==> src/rtl/stw_bist_sequencer.sv <==
// stw_bist_sequencer: applies a programmable table of STW test vectors to the
// systolic array back-to-back and accumulates a sticky per-PE fault map,
// a fault count and a timeout flag.
//
// Registered outputs are computed from the next state, so each strobe is high
// during the same cycle as the state that owns it: LOAD <-> STW_test_load_en,
// START <-> STW_start, DONE <-> done.
module stw_bist_sequencer #(
    parameter int unsigned ROWS           = 4,
    parameter int unsigned COLS           = 4,
    parameter int unsigned WORD_SIZE      = 16,
    parameter int unsigned NUM_PATTERNS   = 4,
    parameter int unsigned TIMEOUT_CYCLES = 32,
    localparam int unsigned PE_NUM = ROWS * COLS,
    localparam int unsigned CNT_W  = $clog2(NUM_PATTERNS) + 1,
    localparam int unsigned ADDR_W = (NUM_PATTERNS > 1) ? $clog2(NUM_PATTERNS) : 1,
    localparam int unsigned FC_W   = $clog2(PE_NUM + 1),
    localparam int unsigned VEC_W  = 4 * WORD_SIZE
) (
    input  logic                 clk,
    input  logic                 rst,
    input  logic                 start,
    input  logic [CNT_W-1:0]     cfg_num_patterns,
    input  logic                 pat_wr_en,
    input  logic [ADDR_W-1:0]    pat_wr_addr,
    input  logic [VEC_W-1:0]     pat_wr_data,
    output logic                 STW_test_load_en,
    output logic [WORD_SIZE-1:0] STW_mult_op1,
    output logic [WORD_SIZE-1:0] STW_mult_op2,
    output logic [WORD_SIZE-1:0] STW_add_op,
    output logic [WORD_SIZE-1:0] STW_expected,
    output logic                 STW_start,
    input  logic                 STW_complete,
    input  logic [PE_NUM-1:0]    STW_result_mat,
    output logic [PE_NUM-1:0]    fault_map,
    output logic [FC_W-1:0]      fault_count,
    output logic                 busy,
    output logic                 done,
    output logic                 timeout_err
);

    localparam int unsigned TO_W = $clog2(TIMEOUT_CYCLES + 1);

    typedef enum logic [2:0] {
        IDLE    = 3'd0,
        LOAD    = 3'd1,
        START   = 3'd2,
        WAIT    = 3'd3,
        CAPTURE = 3'd4,
        DONE    = 3'd5
    } state_t;

    state_t state_q, state_d;

    logic [VEC_W-1:0]  pat_q [NUM_PATTERNS];
    logic [ADDR_W-1:0] p_q, p_d;
    logic [ADDR_W-1:0] last_q, last_d;
    logic [TO_W-1:0]   to_cnt_q, to_cnt_d;
    logic [VEC_W-1:0]  vec_q, vec_d;
    logic [PE_NUM-1:0] fault_map_q, fault_map_d;
    logic [FC_W-1:0]   fault_count_q, fault_count_d;
    logic              timeout_err_q, timeout_err_d;
    logic              load_en_q, load_en_d;
    logic              stw_start_q, stw_start_d;
    logic              busy_q, busy_d;
    logic              done_q, done_d;

    logic              wr_addr_ok;
    logic [CNT_W-1:0]  num_clamped;
    logic [VEC_W-1:0]  entry0;
    logic [ADDR_W-1:0] p_inc;
    logic [TO_W-1:0]   to_cnt_inc;

    function automatic logic [FC_W-1:0] popcount(input logic [PE_NUM-1:0] v);
        logic [FC_W-1:0] n;
        n = '0;
        for (int unsigned i = 0; i < PE_NUM; i++) begin
            n = n + FC_W'(v[i]);
        end
        return n;
    endfunction

    // Helper terms: address check, clamped run length, entry-0 write bypass.
    always_comb begin
        wr_addr_ok = 32'(pat_wr_addr) < NUM_PATTERNS;
        if (cfg_num_patterns == '0) begin
            num_clamped = CNT_W'(1);
        end else if (cfg_num_patterns > CNT_W'(NUM_PATTERNS)) begin
            num_clamped = CNT_W'(NUM_PATTERNS);
        end else begin
            num_clamped = cfg_num_patterns;
        end
        // A write landing on the start cycle must be seen by the first LOAD.
        entry0     = (pat_wr_en && (pat_wr_addr == '0)) ? pat_wr_data : pat_q[0];
        p_inc      = p_q + ADDR_W'(1);
        to_cnt_inc = to_cnt_q + TO_W'(1);
    end

    // Pattern table: default vectors on reset, writes accepted only in IDLE.
    always_ff @(posedge clk or posedge rst) begin
        if (rst) begin
            for (int unsigned k = 0; k < NUM_PATTERNS; k++) begin
                pat_q[k] <= {WORD_SIZE'(12 + k), WORD_SIZE'(k), WORD_SIZE'(3), WORD_SIZE'(4)};
            end
        end else if ((state_q == IDLE) && pat_wr_en && wr_addr_ok) begin
            pat_q[pat_wr_addr] <= pat_wr_data;
        end
    end

    // State and registered-output flops.
    always_ff @(posedge clk or posedge rst) begin
        if (rst) begin
            state_q       <= IDLE;
            p_q           <= '0;
            last_q        <= '0;
            to_cnt_q      <= '0;
            vec_q         <= '0;
            fault_map_q   <= '0;
            fault_count_q <= '0;
            timeout_err_q <= 1'b0;
            load_en_q     <= 1'b0;
            stw_start_q   <= 1'b0;
            busy_q        <= 1'b0;
            done_q        <= 1'b0;
        end else begin
            state_q       <= state_d;
            p_q           <= p_d;
            last_q        <= last_d;
            to_cnt_q      <= to_cnt_d;
            vec_q         <= vec_d;
            fault_map_q   <= fault_map_d;
            fault_count_q <= fault_count_d;
            timeout_err_q <= timeout_err_d;
            load_en_q     <= load_en_d;
            stw_start_q   <= stw_start_d;
            busy_q        <= busy_d;
            done_q        <= done_d;
        end
    end

    // Next-state and next-output logic.
    always_comb begin
        state_d       = state_q;
        p_d           = p_q;
        last_d        = last_q;
        to_cnt_d      = to_cnt_q;
        vec_d         = vec_q;
        fault_map_d   = fault_map_q;
        fault_count_d = fault_count_q;
        timeout_err_d = timeout_err_q;
        load_en_d     = 1'b0;
        stw_start_d   = 1'b0;
        done_d        = 1'b0;

        unique case (state_q)
            IDLE: begin
                if (start) begin
                    state_d       = LOAD;
                    p_d           = '0;
                    last_d        = ADDR_W'(num_clamped - CNT_W'(1));
                    fault_map_d   = '0;
                    fault_count_d = '0;
                    timeout_err_d = 1'b0;
                    load_en_d     = 1'b1;
                    vec_d         = entry0;
                end
            end
            LOAD: begin
                state_d     = START;
                stw_start_d = 1'b1;
                to_cnt_d    = '0;
            end
            START: begin
                state_d = WAIT;
            end
            WAIT: begin
                if (STW_complete) begin
                    state_d     = CAPTURE;
                    fault_map_d = fault_map_q | ~STW_result_mat;
                end else begin
                    to_cnt_d = to_cnt_inc;
                    if (to_cnt_inc == TO_W'(TIMEOUT_CYCLES)) begin
                        state_d       = DONE;
                        fault_map_d   = '1;
                        fault_count_d = FC_W'(PE_NUM);
                        timeout_err_d = 1'b1;
                        done_d        = 1'b1;
                    end
                end
            end
            CAPTURE: begin
                if (p_q == last_q) begin
                    state_d       = DONE;
                    fault_count_d = popcount(fault_map_q);
                    done_d        = 1'b1;
                end else begin
                    state_d   = LOAD;
                    p_d       = p_inc;
                    load_en_d = 1'b1;
                    vec_d     = pat_q[p_inc];
                end
            end
            DONE: begin
                state_d = IDLE;
            end
            default: begin
                state_d = IDLE;
            end
        endcase

        busy_d = (state_d != IDLE);
    end

    assign STW_test_load_en = load_en_q;
    assign STW_start        = stw_start_q;
    assign STW_mult_op1     = vec_q[0*WORD_SIZE +: WORD_SIZE];
    assign STW_mult_op2     = vec_q[1*WORD_SIZE +: WORD_SIZE];
    assign STW_add_op       = vec_q[2*WORD_SIZE +: WORD_SIZE];
    assign STW_expected     = vec_q[3*WORD_SIZE +: WORD_SIZE];
    assign fault_map        = fault_map_q;
    assign fault_count      = fault_count_q;
    assign timeout_err      = timeout_err_q;
    assign busy             = busy_q;
    assign done             = done_q;

endmodule

==> config.mk <==
export PLATFORM = sky130hd
export DESIGN_NAME = stw_bist_sequencer
export DESIGN_NICKNAME = d
export VERILOG_FILES = /design/src/rtl/stw_bist_sequencer.sv
export SDC_FILE = /design/constraint.sdc
export NUM_CORES = 1
export LEC_CHECK = 0
export ABC_AREA = 1
export BUFFER_PORTS_ARGS = -buffer_cell sky130_fd_sc_hd__buf_2
export CAP_MARGIN = 20
export CORE_MARGIN = 4
export CORE_UTILIZATION = 35
export CTS_CLUSTER_SIZE = 10
export DETAILED_ROUTE_END_ITERATION = 6
export PLACE_DENSITY = 0.5
export SLEW_MARGIN = 25
export SYNTH_ARGS = -nofsm -noshare
export SYNTH_HDL_FRONTEND = slang
export SYNTH_SLANG_ARGS = --single-unit
==> constraint.sdc <==
create_clock -name clk -period 30.8 [get_ports clk]
set_input_delay 6.16 -clock clk [delete_from_list [all_inputs] [get_ports clk]]
set_output_delay 6.16 -clock clk [all_outputs]
set_load 0.1 [all_outputs]
==> reports/qor.yml <==
nets: 2315
rr_worst_depth: 9
setup_violations: 0
crit_type: "in -> reg"
cp.depth: 7
relSlewSlack_pct: 29.1
cap_violations: 0
cpPeakStageDelay_ns: 0.90
drc: 0
ir_drop_uv: 50.8
final.setup.tns_ns: 0
num_vias: 14400
cts_inserted_buffers: 43
placed_cells: 2819
critPathCapture: "vec_q[36]$_DFFE_PP0P_"
crit_path_end_kind: "flip-flop"
cts-root-buf: "clkbuf_16"
reg2reg_from: "p_q[0]$_DFFE_PP0P_"
finalMaxSlewViolations: 0
critPathMaxFanout: 93
ys_warn_count: 0
startpoint_type: "input pin"
gp_congestion: 0.773
syn_area_um2: 17200
startpoint: "pat_wr_addr[0]"
critPathTopFamily: "buffers and inverters"
final_core_util_pct: 40.9
tritoncts: "built"
grt_pass1_vias: 14200
slowest_stage: "buf_4"
final-hold-violation-count: 0
path_buf_inv: 3
rsz0062_at_grt: "no"
drtIter0Drc: 982
hpwl_um: 29300
r2r_setup_slack_ns: 26.82
synth_top_area_cell: "dfrtp_1"
postCtsHoldBufs: 0
num_rows: 80
port_buffers: 179
vias_per_cell: 4.98
clock_latency_ns: 0.55
htreeDepth: 2
status: "finished, final reports clean"
synth.area.top_cells: "dfrtp_1 48%, nand2_1 11%, o21ai_0 9.9%, inv_1 6.0%, dfstp_2 4.3%"
syn_nets: 2209
final_antenna_net_count: 0
drive_gt1_share_pct: 13.6
skew_ns: 0.0133
fin_cells: 2893
leakage_nw: 9.27
clock-sinks: 359
die_x_um: 230
core_um2: 48100
whs_ns: 0.468
antenna_found_initial: 4
yosys.area.top_type_share_pct: 48.1
tightestPinTransition_ns: 1.06
post_cts_resized: 0
die_h_um: 230
track_usage_pct: 18.9
synth_seq_cells: 359
synthCells: 2103
finalWirelength_um: 50400
drt_pre_antenna_iters: 5
areaGrowthSynthToFinish_pct: 14.4
synth.yosys.seq_area_share_pct: 52.4
fin_crit_ns: 7.83
cp.required_ns: 31.24
clk_pin_slew_ns: 0.06
cts_setup_buffers: 0
worstPathCellList: "buf_2 -> inv_1 -> nand3_4 -> buf_4 -> o21ai_0 -> o211ai_1 -> nand2_1"
grt_start_max_net_pins: 159
synth.distinct_cells: 36
ios: 180
finalCritPeriodShare_pct: 25.4
arrival_ns: 8.26
synth.avg_cell_area_um2: 8.18
detail_route.wl_per_cell_um: 17.4
grt_first_pass_wirelength_um: 79900
hp-class: "reg -> reg"
r2r_end: "vec_q[11]$_DFFE_PP0P_"
max_freq_mhz: 128
start_util_pct: 35.7
dieArea_um2: 52800
power-per-cell-area_nw_per_um2: 122
cts_buffer_depth: 3
grt_overflow: 0
==> worst reg2reg max path, stage by stage (launching register included) <==
cell and delay [ns]:
dfrtp_4 0.76, nand2_2 0.15, buf_4 0.57, inv_2 0.55
nor2_4 0.60, buf_4 0.75, nand2_1 0.13, nand3_1 0.11
o21ai_0 0.09, o21ai_0 0.17
==> Yosys cell counts <==
cell / n
a31oi_1: 34
a22oi_1: 12
inv_2: 8
nor3_1: 2
fa_1: 10
o21ai_0: 341
nand3_4: 1
buf_4: 12
clkbuf_1: 47
nor2_4: 3
o221ai_1: 34
nor3b_1: 1
nor3_2: 3
nand2_1: 498
nand4_1: 5
o31ai_1: 3
inv_1: 275
buf_6: 11
a22o_1: 1
o211ai_1: 24
xnor2_1: 1
dfstp_2: 28
nor2_2: 2
buf_1: 2
dfrtp_1: 331
nand3_2: 2
or2_1: 1
nor2_1: 120
o21ai_1: 20
nand2_2: 4
nand2_4: 1
a21boi_0: 1
ha_1: 6
nand3_1: 54
a21oi_1: 140
buf_2: 65
==> metal layers <==
layer | vias up | share of wire [%] | GRT usage, %
li1 | 7018 | - | -
met1 | 7007 | 47 | 25.9
met2 | 297 | 47 | 31.4
met3 | 71 | 3.9 | 2.64
met4 | 0 | 2.2 | 5.43
met5 | - | 0 | 0
==> flip-flops by register name (all words and copies together), names as in the netlist <==
name              flops
vec_q                64
fault_count           5
last_q                2
state_q               3
STW_test_load_en      1
pat_q               256
timeout_err           1
fault_map            16
p_q                   2
STW_start             1
busy                  1
to_cnt_q              6
done                  1
==> logic make-up (layout without fill, tap and decap cells) <==
family	Yosys count	after routing	synth area share (%)
AOI/OAI and AO/OA	610	610	19.3
and+or+nand+nor	697	697	16.2
other	0	2	0
buffers and inverters	420	552	10.4
adders and majority gates	16	16	1.60
xor gates and xnor gates	1	1	0.0509
DFF	359	359	52.4
==> layout by cell type (no fill, tap or decap), types with 3 or more instances in the layout <==
cell type	Yosys	final
inv_2	8	7
dfstp_2	28	28
a31oi_1	34	34
o21ai_0	341	341
a22oi_1	12	12
o21ai_1	20	20
o31ai_1	3	3
nor2_4	3	3
nor2_1	120	120
clkbuf_1	47	22
inv_1	275	274
nand2_1	498	497
a21oi_1	140	140
fa_1	10	10
nand4_1	5	5
clkbuf_16	0	45
nor3_4	0	3
o211ai_1	24	24
nand3_1	54	53
o221ai_1	34	34
buf_4	12	17
ha_1	6	6
nand2_2	4	4
buf_2	65	179
dfrtp_1	331	330
==> power by group <==
part | switching (mW) | internal [mW] | total [mW]
Combinational | 0.827 | 0.280 | 1.11
Clock | 0.194 | 0.272 | 0.466
Sequential | 0.128 | 0.709 | 0.837
==> area by class of cell <==
class / instances / area, um2
fillers: 4991 / 28500
flip-flops and latches: 359 / 9020
multi-input cells: 1324 / 6440
clock buffers: 69 / 1240
inverters: 283 / 1070
repair buffers: 198 / 1070
well taps: 656 / 821
clock inverters: 2 / 10.0
diodes: 2 / 5.00
==> worst min-delay path by stage <==
stage | start | to | slack [ns] | depth (start not counted)
floorplan | pat_q[192]$_DFFE_PP0P_ | pat_q[192]$_DFFE_PP0P_ | 0.45 | 2
global placement | fault_count[4]$_DFFE_PP0P_ | fault_count[4]$_DFFE_PP0P_ | 0.46 | 2
detailed placement | fault_count[4]$_DFFE_PP0P_ | fault_count[4]$_DFFE_PP0P_ | 0.46 | 2
CTS | fault_count[4]$_DFFE_PP0P_ | fault_count[4]$_DFFE_PP0P_ | 0.48 | 2
global route | fault_count[4]$_DFFE_PP0P_ | fault_count[4]$_DFFE_PP0P_ | 0.49 | 2
finish | fault_count[4]$_DFFE_PP0P_ | fault_count[4]$_DFFE_PP0P_ | 0.47 | 2
==> per-stage QoR <==
stage	setup WS, ns	total power [mW]	area, um2
2_1_floorplan	14.72	1.71	17200
3_3_place_gp	22.38	1.94	18400
3_5_place_dp	22.36	1.96	18400
4_1_cts	22.94	2.44	19700
5_1_grt	22.70	2.60	19700
6_report	22.97	2.41	19700
Power figures use the tool's default switching activity.
